<file path="src/rtl/spi_fifo_master.sv">
// rtl/spi_fifo_master.sv - buffered SPI master with TX/RX byte FIFOs behind a 4-register window
// Clock idles high; MOSI changes on the falling edge, MISO is sampled on the rising edge, MSB first.
module spi_fifo_master #(
  parameter int DEPTH_LOG2 = 3,
  parameter int CLK_DIV    = 0
) (
  input  logic        clk_48,
  input  logic        rst_n,
  input  logic        ctrl_wr_en,
  input  logic        ctrl_rd_en,
  input  logic [1:0]  ctrl_addr,
  input  logic [31:0] ctrl_wr_data,
  output logic [31:0] ctrl_rd_data,
  output logic        spi_cs,
  output logic        spi_clk,
  output logic        spi_mosi,
  input  logic        spi_miso
);
  localparam int DEPTH = 1 << DEPTH_LOG2;
  localparam logic [DEPTH_LOG2:0]   FULL_CNT = (DEPTH_LOG2+1)'(DEPTH);
  localparam logic [DEPTH_LOG2:0]   CNT_ONE  = (DEPTH_LOG2+1)'(1);
  localparam logic [DEPTH_LOG2-1:0] PTR_ONE  = DEPTH_LOG2'(1);
  localparam logic [15:0]           DIV_LAST = 16'(CLK_DIV);

  typedef enum logic [1:0] {IDLE, LOW, HIGH} state_t;

  state_t                state;
  logic [15:0]           div_cnt;
  logic [2:0]            bit_cnt;
  logic [6:0]            shreg;
  logic                  rx_bit;
  logic                  cs_req, cs_pending, rx_en, tx_ovf, rx_ovf;
  logic [7:0]            tx_mem [DEPTH];
  logic [7:0]            rx_mem [DEPTH];
  logic [DEPTH_LOG2-1:0] tx_wp, tx_rp, rx_wp, rx_rp;
  logic [DEPTH_LOG2:0]   tx_cnt, rx_cnt;

  logic wr_ctrl, wr_stat, wr_data, rd_data, flush;
  logic tx_empty, tx_full, rx_empty, rx_full, idle_empty, busy;
  logic phase_end, byte_end, eng_pop, tx_push, tx_drop;
  logic rx_push_req, cpu_pop, rx_push, rx_drop;
  logic [7:0] tx_head, rx_byte;
  logic unused_wr_bits;

  assign wr_ctrl = ctrl_wr_en && (ctrl_addr == 2'd0);
  assign wr_stat = ctrl_wr_en && (ctrl_addr == 2'd1);
  assign wr_data = ctrl_wr_en && (ctrl_addr == 2'd2);
  assign rd_data = ctrl_rd_en && (ctrl_addr == 2'd2);
  assign flush   = wr_ctrl && ctrl_wr_data[2];

  assign tx_empty   = (tx_cnt == '0);
  assign tx_full    = (tx_cnt == FULL_CNT);
  assign rx_empty   = (rx_cnt == '0);
  assign rx_full    = (rx_cnt == FULL_CNT);
  assign idle_empty = (state == IDLE) && tx_empty;
  assign busy       = (state != IDLE) || !tx_empty || cs_pending;

  assign phase_end = (div_cnt == DIV_LAST);
  assign byte_end  = (state == HIGH) && phase_end && (bit_cnt == 3'd7);
  assign eng_pop   = !tx_empty && ((state == IDLE) || byte_end);
  assign tx_head   = tx_mem[tx_rp];
  assign rx_byte   = {shreg, rx_bit};

  // A full FIFO still accepts a write when the opposite side frees a slot in the same cycle.
  assign tx_push     = wr_data && (!tx_full || eng_pop);
  assign tx_drop     = wr_data && tx_full && !eng_pop;
  assign rx_push_req = byte_end && rx_en && !flush;
  assign cpu_pop     = rd_data && !rx_empty;
  assign rx_push     = rx_push_req && (!rx_full || cpu_pop);
  assign rx_drop     = rx_push_req && rx_full && !cpu_pop;

  assign unused_wr_bits = ^{ctrl_wr_data[31:21], ctrl_wr_data[18:8]};

  always_ff @(posedge clk_48) begin
    if (tx_push) tx_mem[tx_wp] <= ctrl_wr_data[7:0];
    if (rx_push) rx_mem[rx_wp] <= rx_byte;
  end

  always_ff @(posedge clk_48 or negedge rst_n) begin
    if (!rst_n) begin
      tx_wp <= '0; tx_rp <= '0; tx_cnt <= '0;
      rx_wp <= '0; rx_rp <= '0; rx_cnt <= '0;
    end else if (flush) begin
      tx_wp <= '0; tx_rp <= '0; tx_cnt <= '0;
      rx_wp <= '0; rx_rp <= '0; rx_cnt <= '0;
    end else begin
      if (tx_push) tx_wp <= tx_wp + PTR_ONE;
      if (eng_pop) tx_rp <= tx_rp + PTR_ONE;
      case ({tx_push, eng_pop})
        2'b10:   tx_cnt <= tx_cnt + CNT_ONE;
        2'b01:   tx_cnt <= tx_cnt - CNT_ONE;
        default: ;
      endcase
      if (rx_push) rx_wp <= rx_wp + PTR_ONE;
      if (cpu_pop) rx_rp <= rx_rp + PTR_ONE;
      case ({rx_push, cpu_pop})
        2'b10:   rx_cnt <= rx_cnt + CNT_ONE;
        2'b01:   rx_cnt <= rx_cnt - CNT_ONE;
        default: ;
      endcase
    end
  end

  always_ff @(posedge clk_48 or negedge rst_n) begin
    if (!rst_n) begin
      spi_cs     <= 1'b1;
      cs_req     <= 1'b1;
      cs_pending <= 1'b0;
      rx_en      <= 1'b0;
      tx_ovf     <= 1'b0;
      rx_ovf     <= 1'b0;
    end else begin
      if (wr_ctrl) begin
        cs_req <= ctrl_wr_data[0];
        rx_en  <= ctrl_wr_data[1];
        if (idle_empty) begin
          spi_cs     <= ctrl_wr_data[0];
          cs_pending <= 1'b0;
        end else begin
          cs_pending <= 1'b1;
        end
      end else if (cs_pending && idle_empty) begin
        spi_cs     <= cs_req;
        cs_pending <= 1'b0;
      end
      // Set wins over a simultaneous write-one-to-clear.
      tx_ovf <= tx_drop || (tx_ovf && !(wr_stat && ctrl_wr_data[19]));
      rx_ovf <= rx_drop || (rx_ovf && !(wr_stat && ctrl_wr_data[20]));
    end
  end

  always_ff @(posedge clk_48 or negedge rst_n) begin
    if (!rst_n) begin
      state    <= IDLE;
      div_cnt  <= '0;
      bit_cnt  <= '0;
      shreg    <= '0;
      rx_bit   <= 1'b0;
      spi_clk  <= 1'b1;
      spi_mosi <= 1'b1;
    end else begin
      case (state)
        IDLE: begin
          if (eng_pop) begin
            shreg    <= tx_head[6:0];
            spi_mosi <= tx_head[7];
            spi_clk  <= 1'b0;
            div_cnt  <= '0;
            bit_cnt  <= '0;
            state    <= LOW;
          end
        end
        LOW: begin
          if (phase_end) begin
            rx_bit  <= spi_miso;
            spi_clk <= 1'b1;
            div_cnt <= '0;
            state   <= HIGH;
          end else begin
            div_cnt <= div_cnt + 16'd1;
          end
        end
        HIGH: begin
          if (!phase_end) begin
            div_cnt <= div_cnt + 16'd1;
          end else begin
            div_cnt <= '0;
            if (bit_cnt != 3'd7) begin
              shreg    <= {shreg[5:0], rx_bit};
              spi_mosi <= shreg[6];
              spi_clk  <= 1'b0;
              bit_cnt  <= bit_cnt + 3'd1;
              state    <= LOW;
            end else if (eng_pop) begin
              shreg    <= tx_head[6:0];
              spi_mosi <= tx_head[7];
              spi_clk  <= 1'b0;
              bit_cnt  <= '0;
              state    <= LOW;
            end else begin
              state <= IDLE;
            end
          end
        end
        default: state <= IDLE;
      endcase
    end
  end

  always_comb begin
    ctrl_rd_data = '0;
    case (ctrl_addr)
      2'd0: ctrl_rd_data = {29'b0, 1'b0, rx_en, cs_req};
      2'd1: ctrl_rd_data = {11'b0, rx_ovf, tx_ovf, rx_empty, tx_full, busy,
                            3'b0, 5'(rx_cnt), 3'b0, 5'(tx_cnt)};
      2'd2: ctrl_rd_data = {23'b0, !rx_empty, rx_mem[rx_rp]};
      default: ctrl_rd_data = '0;
    endcase
  end
endmodule

</file>
<file path="config.mk">
export PLATFORM = sky130hd
export DESIGN_NAME = spi_fifo_master
export DESIGN_NICKNAME = d
export VERILOG_FILES = /design/src/rtl/spi_fifo_master.sv
export SDC_FILE = /design/constraint.sdc
export NUM_CORES = 1
export LEC_CHECK = 0
export BUFFER_PORTS_ARGS = -buffer_cell sky130_fd_sc_hd__buf_2
export CORE_MARGIN = 2
export CORE_UTILIZATION = 59
export DETAILED_ROUTE_END_ITERATION = 16
export HOLD_SLACK_MARGIN = 0.06
export PLACE_DENSITY = 0.79
export SKIP_LAST_GASP = 1
export SLEW_MARGIN = 20
export SYNTH_ARGS = -nofsm -noshare
export SYNTH_HDL_FRONTEND = slang
export SYNTH_SLANG_ARGS = --single-unit
</file>
<file path="constraint.sdc">
create_clock -name clk_48 -period 3.7 [get_ports clk_48]
set_clock_uncertainty 0.1 [all_clocks]
set_input_delay 0.555 -clock clk_48 [delete_from_list [all_inputs] [get_ports clk_48]]
set_output_delay 0.555 -clock clk_48 [all_outputs]
set_load 0.05 [all_outputs]
</file>
## After elaboration in Yosys (flattened, before gate mapping)

Memory sizes are Yosys's and may differ from the RTL's.
Index checks and enable logic that the tools add are counted.

| word-level totals | value |
|---|---|
| register bits | 57 |
| RAM bits | 128 |
| bits of input ports | 39 |
| word-level logic and storage cells | 158 |
| memories kept | 2 |

| cells by class | value |
|---|---|
| add/sub/neg operators | 10 |
| eq/ne operators | 16 |
| muxes and demuxes | 49 |
| reductions and logical operators | 62 |

Memories:

| memory | words | bits a word | rd ports | clocked after Yosys merged registers in | write ports | line | source |
|---|---|---|---|---|---|---|---|
| rx_mem | 8 | 8 | 1 | 0 | 1 | 34 | `logic [7:0] rx_mem [DEPTH];` |
| tx_mem | 8 | 8 | 1 | 0 | 1 | 33 | `logic [7:0] tx_mem [DEPTH];` |

Operators by type and width:

| operator | number |
|---|---|
| $pmux W21 S3 | 1 |
| $mux W3 | 11 |
| $mux W16 | 2 |
| $pmux W16 S2 | 1 |
| $logic_and A1 B1 Y1 | 23 |
| $mux W7 | 3 |
| $mux W1 | 19 |
| $add A16 B1 Y16 const B | 1 |
| $logic_not A16 Y1 | 1 |
| $pmux W4 S2 | 2 |
| $reduce_bool A2 Y1 | 8 |
| $add A3 B1 Y3 const B | 5 |
| $pmux W7 S2 | 1 |
| $logic_not A1 Y1 | 9 |
| $reduce_bool A3 Y1 | 3 |
| $add A4 B1 Y4 const B | 2 |
| $eq A2 B1 Y1 const B | 4 |
| $eq A2 B2 Y1 const B | 4 |
| $eq A4 B4 Y1 const B | 2 |
| $logic_not A4 Y1 | 2 |
| $mux W4 | 2 |
| $reduce_and A2 Y1 | 4 |
| $sub A4 B1 Y4 const B | 2 |
| $logic_or A1 B1 Y1 | 7 |
| other kinds (12) | 18 |

## Depth between registers and ports, before layout

Gate-level depths: netlist of run 1.

| logic depth | value |
|---|---|
| depth after elaboration | 10 |
| depth in mapped cells | 15 |

## Worst setup path after synthesis of run 1

Ideal clock, no wire load.

| path | value |
|---|---|
| kind | input port to flip-flop |
| from | in ctrl_addr[0] |
| to | reg tx_cnt[3] |
| setup time | 0.067 ns |
| arrival time | 2.860 ns |
| setup slack | 0.673 ns |
| stages on the path | 14 |
| buffers on the path | 3 |
| cell sequence | clkbuf_1 > nand2b_1 > clkbuf_1 > nor2_1 > or3_1 > buf_2 > clkinv_2 > ha_1 > o21a_1 > nor2_1 > nor4b_1 > a21oi_1 > o22ai_1 > a32o_1 |

| on the way | value |
|---|---|
| longest elaborated chain between the ends | 6 |

RTL lines:

| what | line | source |
|---|---|---|
| start: declaration | 11 | `input logic [1:0] ctrl_addr,` |
| $eq A2 B2 Y1 | 47 | `assign wr_data = ctrl_wr_en && (ctrl_addr == 2'd2);` |
| $logic_and A1 B1 Y1 | 47 |  |
| $logic_and A1 B1 Y1 | 65 | `assign tx_push = wr_data && (!tx_full \|\| eng_pop);` |
| $eq A2 B1 Y1 or $eq A2 B2 Y1 (tied branches) | 89 | `case ({tx_push, eng_pop})` |
| $pmux W4 S2 | 89 |  |
| $mux W4 | 83 | `end else if (flush) begin` |
| end signal: assignment | 90 | `2'b10: tx_cnt <= tx_cnt + CNT_ONE;` |
| end signal: assignment | 91 | `2'b01: tx_cnt <= tx_cnt - CNT_ONE;` |
| end: declaration | 36 | `logic [DEPTH_LOG2:0] tx_cnt, rx_cnt;` |

Several ways; a longest one is shown, not always the timed one.
A chain may end at the register's enable or synchronous reset.

## Final worst setup path of run 1

| path | value |
|---|---|
| from | reg div_cnt[0] |
| to | reg tx_cnt[3] |

| on the way | value |
|---|---|
| longest elaborated chain between the ends | 10 |

RTL lines:

| what | line | source |
|---|---|---|
| start: declaration | 28 | `logic [15:0] div_cnt;` |
| start signal: assignment | 160 | `div_cnt <= div_cnt + 16'd1;` |
| start signal: assignment | 165 | `div_cnt <= div_cnt + 16'd1;` |
| $logic_not A16 Y1 * | 58 | `assign phase_end = (div_cnt == DIV_LAST);` |
| $logic_and A1 B1 Y1 * (2 in a row) | 59 | `assign byte_end = (state == HIGH) && phase_end && (bit_cnt == 3'd7);` |
| $logic_or A1 B1 Y1 * | 60 | `assign eng_pop = !tx_empty && ((state == IDLE) \|\| byte_end);` |
| $logic_and A1 B1 Y1 * | 60 |  |
| $logic_or A1 B1 Y1 | 65 |  |
| $logic_and A1 B1 Y1 | 65 |  |
| $eq A2 B1 Y1 or $eq A2 B2 Y1 (tied branches) | 89 |  |
| $pmux W4 S2 | 89 |  |
| $mux W4 | 83 |  |

Every way passes the cells marked *; elsewhere a longest branch is shown, timed or not.

==> results of run 1 <==
-- worst max-delay path: stages, from the launching register on --
cell and delay [ns]:
dfrtp_1 0.38, inv_1 0.11, ha_1 0.16, nor4b_2 0.27, and4_4 0.40, a21oi_4 0.13
or3_1 0.48, clkinv_2 0.12, ha_1 0.27, o21a_1 0.12, nor2_1 0.13, nor4b_2 0.26
nor4_1 0.09, o22ai_1 0.19, a32o_1 0.16
-- power by group --
| part | leakage [nW] | switching, mW | internal [mW] | total, mW |
|---|---|---|---|---|
| combinational | 1.31 | 0.992 | 0.857 | 1.85 |
| sequential | 1.87 | 0.482 | 2.54 | 3.03 |
| clock | 0.305 | 0.757 | 1.14 | 1.89 |
| total | 3.48 | 2.23 | 4.54 | 6.77 |
-- cells by family after synthesis --
logic type	Yosys count	synth area share, %
AO/OA/AOI/OAI	72	5.236
XOR/XNOR	25	2.618
adder cells (fa/ha/maj)	17	2.633
buffers and inverters	55	3.366
flip-flops	185	63.08
multiplexers	60	12.18
other	1	0.04484
AND/OR/NAND/NOR	179	10.85
-- cell type report --
type	instances	area, sq um
well taps	180	225.2
multi-input cells	368	2867
inverters	13	50.05
repair buffers	63	385.4
flip-flops and latches	185	5276
fillers	896	4453
clock buffers	18	429.2
clock inverters	14	195.2
-- worst max-delay path by stage --
stage / from / to / cells after the start
global placement: div_cnt[0]$_DFFE_PN0P_ / tx_cnt[3]$_DFFE_PN0P_ / 14
CTS: div_cnt[0]$_DFFE_PN0P_ / tx_cnt[3]$_DFFE_PN0P_ / 14
finish: div_cnt[0]$_DFFE_PN0P_ / tx_cnt[3]$_DFFE_PN0P_ / 14
detailed placement: div_cnt[0]$_DFFE_PN0P_ / tx_cnt[3]$_DFFE_PN0P_ / 14
floorplan: ctrl_addr[0] / tx_cnt[3]$_DFFE_PN0P_ / 14
global route: div_cnt[0]$_DFFE_PN0P_ / tx_cnt[3]$_DFFE_PN0P_ / 14
-- through the flow --
| stage | worst slack (ns) | utilization, % | total power [mW] | hold slack (ns) |
|---|---|---|---|---|
| floorplan | 0.6726 | - | 4.413 | 0.1594 |
| global placement | 0.3968 | 63.34 | 4.773 | 0.3622 |
| detailed placement | 0.2635 | 63.34 | 4.888 | 0.3713 |
| CTS | 0.2355 | 67.84 | 6.794 | 0.2681 |
| global route | 0.1111 | 67.92 | 7.102 | 0.1018 |
| finish | 0.2694 | 67.92 | 6.767 | 0.05944 |
-- cells in the final DEF (no fill, tap or decap), types with 3 or more instances in the layout --
cell | synthesis | final
dfrtp_1 | 53 | 52
nand2b_1 | 9 | 9
ha_1 | 16 | 16
o21a_1 | 3 | 3
nor2_1 | 62 | 62
a31oi_1 | 4 | 4
mux4_2 | 32 | 32
dfstp_2 | 4 | 4
clkinv_4 | 0 | 3
o21ai_0 | 18 | 18
xor2_1 | 10 | 10
and2_1 | 9 | 8
o22ai_1 | 13 | 13
mux2_2 | 4 | 4
or3_1 | 3 | 3
clkinv_2 | 1 | 4
nor4_1 | 3 | 3
mux2i_1 | 23 | 23
buf_4 | 16 | 28
bufinv_16 | 0 | 4
buf_2 | 11 | 35
nand3_1 | 19 | 19
conb_1 | 1 | 15
a21oi_1 | 20 | 20
inv_6 | 0 | 3
nor3_1 | 14 | 14
xnor2_1 | 15 | 15
nand4_1 | 6 | 6
nand3b_1 | 3 | 3
clkbuf_16 | 0 | 17
nand2_1 | 36 | 36
and3_1 | 5 | 5
edfxtp_1 | 128 | 128
inv_1 | 12 | 12
-- sequential cells by signal (all words and copies together) (netlist names), 2 cells and up --
name     count
tx_cnt       4
tx_wp        3
rx_mem      64
rx_rp        3
rx_cnt       4
div_cnt     16
tx_rp        3
state        2
shreg        7
bit_cnt      3
tx_mem      64
rx_wp        3
-- routing by layer --
metal  up-vias  global-route usage (%)  share of wire (%)
li1       2304                       -                  -
met1      2566                   29.85                 42
met2       158                   39.26                 52
met3        25                   5.304                4.9
met4         0                   7.670                1.7
met5         -                       0                  0
==> flow_summary_export.csv, run 1 <==
group,metric,value,unit
power_and_ir_drop,ir_worst_vdd,0.6371,mV
detailed_routing,viasPerCell,6.008,
global_routing,grt_pass1_vias,5043,
setup_path,timing.rr.end,"tx_cnt[3]$_DFFE_PN0P_",
sta,tns,0,ns
setup_path,path_max_fanout,12,
sta,max_slew_margin,46.45,%
synth,synth.top_cell.area_share,45.96,%
floorplanning,fp.dieW,123.1,um
global_routing,grt_max_degree,51,
setup_path,critPathRequiredTime,3.96,ns
synth,synthTopCellsByCount,"edfxtp_1, nor2_1, dfrtp_1, nand2_1, mux4_2",
detailed_routing,antenna_left,0,
clocking,clock_sinks,185,
placement,numPlacedInstances,809,
synth,synth_edf_count,128,
global_routing,grt_pass1_wl,25970,um
clocking,cts_setup_buffers,0,
placement,dp_hpwl,10650,um
global_routing,antenna_found_initial,0,
floorplanning,floorplan.initialDensity,60.25,%
placement,port-buffer-count,36,
synth,synth_cell_types,52,
synth,syn_area,8363,sq um
clocking,clk_pin_slew,0.07,ns
detailed_routing,drc_errors,0,
synth,dominantRegCellSynth,"edfxtp_1",
setup_path,endpoint_kind,"register",
outcome,status,"finished, final reports clean",
clocking,cts_tree,"yes",
sta,period_share,92.72,%
detailed_routing,vias,5053,
placement,placed_area,8792,sq um
floorplanning,row_count,43,
power_and_ir_drop,leakage,3.478,nW
placement,place_congestion,0.8903,
detailed_routing,wire_per_inst,19.09,um
clocking,cts_hold_buffers,0,
layout,nNetsFinal,704,
clocking,clockBufferDepth,2,
synth,synth.most_common_cell,"edfxtp_1",
setup_path,rrSetupSlack,0.27,ns
setup_path,ff2ff_path_depth,14,
sta,rsz0062_at_grt,"no",
setup_path,critical_path_class,"reg -> reg",
global_routing,grt_overflow,0,
detailed_routing,drtPass1Iterations,5,
synth,synth-seq-cells,185,
synth,ys_warn_count,0,
synth,syn_area_per_cell,14.08,sq um
layout,syn_to_final_growth,12.73,%
run,maxCapViolCount,0,
layout,fin_area,9428,sq um
synth,synth_top_area_cell,"edfxtp_1",
clocking,htree_levels,4,
setup_path,start_kind,"register",
layout,stdcell_count,841,
clocking,cts_inserted_buffers,17,
global_routing,grt_use_total,23.17,%
layout,num_antenna_cells,0,
floorplanning,die_area,15140,sq um
setup_path,r2r_start,"div_cnt[0]$_DFFE_PN0P_",
sta,hold_viol,0,
synth,synthCells,594,
sta,setup_viol_count_final,0,
clocking,clock_latency,0.43,ns
detailed_routing,drt_iter0_drc,372,
clocking,cts-root-buf,"clkbuf_16",
synth,async_reset_ff_share,30.81,%
power_and_ir_drop,power.density,717.8,nW/um^2
synth,ys_seq_area_share,63.08,%
sta,min_period,3.431,ns
setup_path,crit_arrival,3.69,ns
floorplanning,io_pins,74,
sta,fmax,291.5,MHz
detailed_routing,drt-total-wl,16050,um
synth,synth_area_leaders,"edfxtp_1, dfrtp_1, mux4_2",
sta,max_slew.worst_pin.slew,0.8016,ns
floorplanning,core_area,13880,sq um
sta,slew_viol_final,0,
layout,drive_above_1_share,22.09,%
clocking,cts_resized,0,
floorplanning,die_height,123.1,um
hold_path,hold_class,"in -> async",
Power figures use the tool's default switching activity.
==> run 2: changes to the inputs <==
--- a/config.mk
+++ b/config.mk
@@ -8,2 +8,3 @@
 export BUFFER_PORTS_ARGS = -buffer_cell sky130_fd_sc_hd__buf_2
+export CAP_MARGIN = 30
 export CORE_MARGIN = 2
==> constraint.sdc (replaced) <==
create_clock -name clk_48 -period 3.7 [get_ports clk_48]
set_clock_uncertainty 0.1 [all_clocks]
set_input_delay 0.185 -clock clk_48 [delete_from_list [all_inputs] [get_ports clk_48]]
set_output_delay 0.185 -clock clk_48 [all_outputs]
set_load 0.05 [all_outputs]
==> flow_summary_export.csv, run 2 (synthesis gave the netlist of run 1 again) <==
group,metric,value,unit
detailed_routing,wire_per_inst,18.86,um
sta,setup_ws,0.3505,ns
outcome,status,"finished, final reports clean",
placement,place_congestion,0.8894,
clocking,cts_inserted_buffers,17,
placement,numPlacedInstances,813,
clocking,clock_latency,0.43,ns
clocking,cts_tree,"yes",
floorplanning,fp.dieW,123.1,um
setup_path,endpoint_kind,"register",
clocking,htree_levels,4,
sta,tns,0,ns
detailed_routing,antenna_left,0,
power_and_ir_drop,ir_worst_vdd,0.4941,mV
hold_path,hold_class,"in -> async",
global_routing,grt_pass1_wl,26380,um
sta,slew_viol_final,0,
sta,fmax,298.6,MHz
detailed_routing,drtPass1Iterations,6,
detailed_routing,vias,5041,
run,maxCapViolCount,0,
layout,final_common_cell,"edfxtp_1",
layout,num_antenna_cells,0,
floorplanning,floorplan.initialDensity,60.25,%
clocking,cts-root-buf,"clkbuf_16",
layout,stdcell_count,860,
sta,hold_viol,0,
global_routing,grt_pass1_vias,5233,
sta,period_share,90.53,%
floorplanning,die_height,123.1,um
layout,final_cell_mix,"edfxtp_1, nor2_1, dfrtp_1",
layout,fin_util,68.91,%
placement,port-buffer-count,36,
setup_path,path_max_fanout,12,
power_and_ir_drop,leakage,3.533,nW
layout,biggestRegsByFlops,"rx_mem x64, tx_mem x64, div_cnt x16",
sta,min_period,3.349,ns
floorplanning,die_area,15140,sq um
placement,dp_hpwl,10920,um
global_routing,grt_use_total,23.72,%
sta,setup_viol_count_final,0,
floorplanning,row_count,43,
clocking,clockBufferDepth,2,
detailed_routing,viasPerCell,5.862,
detailed_routing,drt_iter0_drc,382,
sta,max_slew_margin,43.57,%
power_and_ir_drop,finalPower,6.644,mW
sta,max_slew.worst_pin.slew,0.8447,ns
setup_path,critPathRequiredTime,3.97,ns
clocking,clk_pin_slew,0.06,ns
global_routing,antenna_found_initial,0,
floorplanning,io_pins,74,
setup_path,critical_path_class,"reg -> reg",
global_routing,grt_overflow,0,
global_routing,grt_max_degree,43,
layout,nNetsFinal,723,
layout,drive_above_1_share,21.18,%
setup_path,crit_arrival,3.62,ns
floorplanning,core_area,13880,sq um
setup_path,start_kind,"register",
placement,pre_cts_slack,0.2881,ns
layout,syn_to_final_growth,14.38,%
setup_path,ff2ff_path_depth,14,
power_and_ir_drop,power.density,694.6,nW/um^2
clocking,clock_sinks,185,
detailed_routing,drc_errors,0,
sta,rsz0062_at_grt,"no",
detailed_routing,drt-total-wl,16220,um
## run 2: final cells by class
class	count	area, sq um
clock buffer	24	471.7
clock inverter	8	97.59
fill	930	4315
inverter	13	50.05
multi-input combinational	368	2865
sequential	185	5275
tap	180	225.2
timing repair buffer	82	580.6
## run 2: through the flow
| step | cell area, sq um | hold WS [ns] |
|---|---|---|
| after floorplan | 8416 | -0.2106 |
| after CTS | 9539 | 0.1943 |
| after detailed placement | 8830 | 0.2729 |
| after global placement | 8815 | 0.2459 |
| final | 9565 | 0.05184 |
| after global routing | 9565 | 0.08132 |
## run 2: timing repair
action | in CTS | in global routing
endpoints found under the hold margin | 106 | 0
endpoints found under the setup margin | 0 | 1
resized for setup | 0 | 1
hold buffers | 14 | 0
buffers inserted | 0 | 0
## run 2: report_power, final
part | internal (mW) | switching [mW] | leakage (nW)
sequential | 2.54 | 0.455 | 1.87
clock | 1.03 | 0.722 | 0.272
combinational | 0.881 | 1.02 | 1.39
## run 2: final timing paths
path | start | to | slack [ns]
worst max register to register | div_cnt[0]$_DFFE_PN0P_ | tx_cnt[3]$_DFFE_PN0P_ | 0.35
max in group asynchronous | rst_n | cs_req$_DFFE_PN1P_ | 2.89
worst min-delay path | rst_n | div_cnt[2]$_DFFE_PN0P_ | 0.05
min in group clk_48 | ctrl_wr_en | tx_ovf$_DFF_PN0_ | 0.25
worst max-delay path | div_cnt[0]$_DFFE_PN0P_ | tx_cnt[3]$_DFFE_PN0P_ | 0.35
worst min register to register | tx_ovf$_DFF_PN0_ | tx_ovf$_DFF_PN0_ | 0.40
## run 2: metal layers
layer | track usage [%] | part of all wire, %
met3 | 6.365 | 5.6
met2 | 41.75 | 52
met5 | 0 | 0
met1 | 28.69 | 40
met4 | 7.386 | 1.7
## run 2: worst max-delay path, cell delays in order (launching register included)
cell and delay, ns:
dfrtp_1 0.38, inv_1 0.11, ha_1 0.16, nor4b_2 0.27, and4_4 0.41, a21oi_4 0.13
or3_1 0.47, clkinv_2 0.12, ha_1 0.26, o21a_1 0.11, nor2_1 0.11, nor4b_2 0.25
a21oi_1 0.12, o22ai_1 0.14, a32o_1 0.14
==> run 3: changes to the inputs <==
Settings changed: BUFFER_PORTS_ARGS -buffer_cell sky130_fd_sc_hd__buf_2 to unset, CORE_UTILIZATION 59 to 61, DONT_BUFFER_PORTS set to 1, PLACE_DENSITY 0.79 to 0.77.
==> flow_summary_export.csv, run 3 (synthesis gave the netlist of run 1 again) <==
group,metric,value,unit
global_routing,grt_pass1_wl,26030,um
setup_path,critPathRequiredTime,3.96,ns
layout,fillers,880,
clocking,clockBufferDepth,2,
setup_path,worst_path_most_repeated_cell,"ha_1",
outcome,status,"finished, final reports clean",
clocking,clk_pin_slew,0.06,ns
layout,num_antenna_cells,0,
global_routing,grt_use_total,23.88,%
detailed_routing,drtPass1Iterations,5,
floorplanning,core_area,13300,sq um
detailed_routing,wire_per_inst,19.58,um
detailed_routing,viasPerCell,5.912,
floorplanning,fp.dieW,121.1,um
sta,fmax,282.5,MHz
detailed_routing,antenna_left,0,
setup_path,r2r_start,"div_cnt[0]$_DFFE_PN0P_",
power_and_ir_drop,power.density,703.1,nW/um^2
clocking,cts_inserted_buffers,17,
clocking,cts_resized,0,
clocking,htree_levels,4,
floorplanning,row_count,42,
setup_path,start_kind,"register",
setup_path,path_max_fanout,12,
layout,syn_to_final_growth,11.94,%
layout,final_cell_mix,"edfxtp_1, nor2_1, dfrtp_1",
layout,biggestRegsByFlops,"rx_mem x64, tx_mem x64, div_cnt x16",
global_routing,grt_overflow,0,
clocking,clock_latency,0.43,ns
global_routing,grt_max_degree,58,
placement,dp_hpwl,10390,um
clocking,cts-root-buf,"clkbuf_16",
power_and_ir_drop,leakage,3.353,nW
sta,min_period,3.539,ns
setup_path,critical_path.startpoint,"div_cnt[0]$_DFFE_PN0P_",
sta,setup_viol_count_final,0,
setup_path,slowest_stage,"or3_1",
layout,final_common_cell,"edfxtp_1",
sta,period_share,95.66,%
hold_path,hold_class,"in -> reg",
placement,place_congestion,0.8477,
layout,fin_area,9361,sq um
setup_path,critical_path_class,"reg -> reg",
floorplanning,io_pins,74,
floorplanning,floorplan.initialDensity,62.90,%
clocking,clock_sinks,185,
hold_path,hold_start,"ctrl_addr[1]",
sta,max_slew_margin,37.12,%
sta,rsz0062_at_grt,"no",
sta,max_slew.worst_pin.slew,0.9369,ns
layout,drive_above_1_share,16.17,%
sta,slew_viol_final,0,
setup_path,cpPeakStageDelay,0.48,ns
sta,tns,0,ns
power_and_ir_drop,ir_worst_vdd,0.3921,mV
detailed_routing,vias,4842,
detailed_routing,drt_iter0_drc,314,
clocking,cts_tree,"yes",
detailed_routing,drt-total-wl,16040,um
setup_path,endpoint_kind,"register",
global_routing,antenna_found_initial,0,
run,maxCapViolCount,0,
floorplanning,die_height,121.1,um
global_routing,grt_pass1_vias,4973,
floorplanning,die_area,14660,sq um
detailed_routing,drc_errors,0,
placement,port-buffer-count,0,
layout,nNetsFinal,686,
setup_path,path_cells,"inv_1, ha_1, nor4b_2, and4_4, a21oi_4, or3_1, clkinv_2, ha_1, o21a_1, nor2_1, nor4b_1, a21oi_1, o22ai_1, a32o_1",
sta,hold_viol,0,
setup_path,crit_arrival,3.80,ns
placement,placed_area,8622,sq um
## run 3: cell count changes in the layout (fill, tap and decap cells not counted), sizes merged
cell | previous run | this run
bufinv | 2 | 1
inv | 13 | 15
clkinvlp | 2 | 3
dlygate4sd3 | 14 | 16
buf | 68 | 29
clkbuf | 24 | 23
clkinv | 4 | 3
## run 3: cell type report
class,count,area (sq um),share of cell area [%]
sequential,185,5275,56.35
timing repair buffer,45,405.4,4.330
tap,176,220.2,2.352
inverter,13,50.05,0.5346
clock buffer,23,457.9,4.892
clock inverter,9,93.84,1.002
multi-input combinational,368,2859,30.54
## run 3: path summary, 6_finish.rpt
path | endpoint | slack [ns] | depth (start not counted)
max | tx_cnt[3]$_DFFE_PN0P_ | 0.16 | 14
min | rx_ovf$_DFF_PN0_ | 0.11 | 4
max reg2reg | tx_cnt[3]$_DFFE_PN0P_ | 0.16 | 14
min reg2reg | bit_cnt[0]$_DFFE_PN0P_ | 0.41 | 1
max in group asynchronous | spi_mosi$_DFFE_PN1P_ | 3.02 | 2
min in group asynchronous | div_cnt[2]$_DFFE_PN0P_ | 0.16 | 2
## run 3: where the power goes
group / switching, mW / internal [mW]
Clock: 0.747 / 0.952
Sequential: 0.519 / 2.55
Combinational: 0.946 / 0.871
## run 3: worst max-delay path, delay by kind of cell, from the launching register on
kind / cells / cell delay, ns
buffers and inverters: 2 / 0.23
DFF: 1 / 0.38
and+or+nand+nor: 5 / 1.67
AOI/OAI and AO/OA: 5 / 0.66
adders and majority gates: 2 / 0.41
## run 3: timing repair
item	4_1_cts	5_1_grt
hold buffers	17	0
hold endpoints to repair	130	0
setup buffers	0	0
## run 3: stage by stage
step                      std cells  hold slack (ns)  setup slack (ns)  power [mW]  utilization [%]
after floorplan                 608          -0.2106            0.7063       4.413                -
after global placement          769          -0.2096            0.3833       4.756            64.74
after detailed placement        770          -0.2098            0.2750       4.870            64.85
after CTS                       819           0.1122            0.2605       6.611            70.41
after global routing            819           0.1871          0.007657       6.921            70.41
final                           819           0.1144            0.1607       6.582            70.41
## run 3: layer usage
layer  vias up  share of wire (%)  global-route usage, %
met5         -                  0                      0
met4         0                1.4                  9.375
met3        19                4.6                  4.276
met2       118                 52                  40.03
met1      2443                 42                  31.25
li1       2262                  -                      -
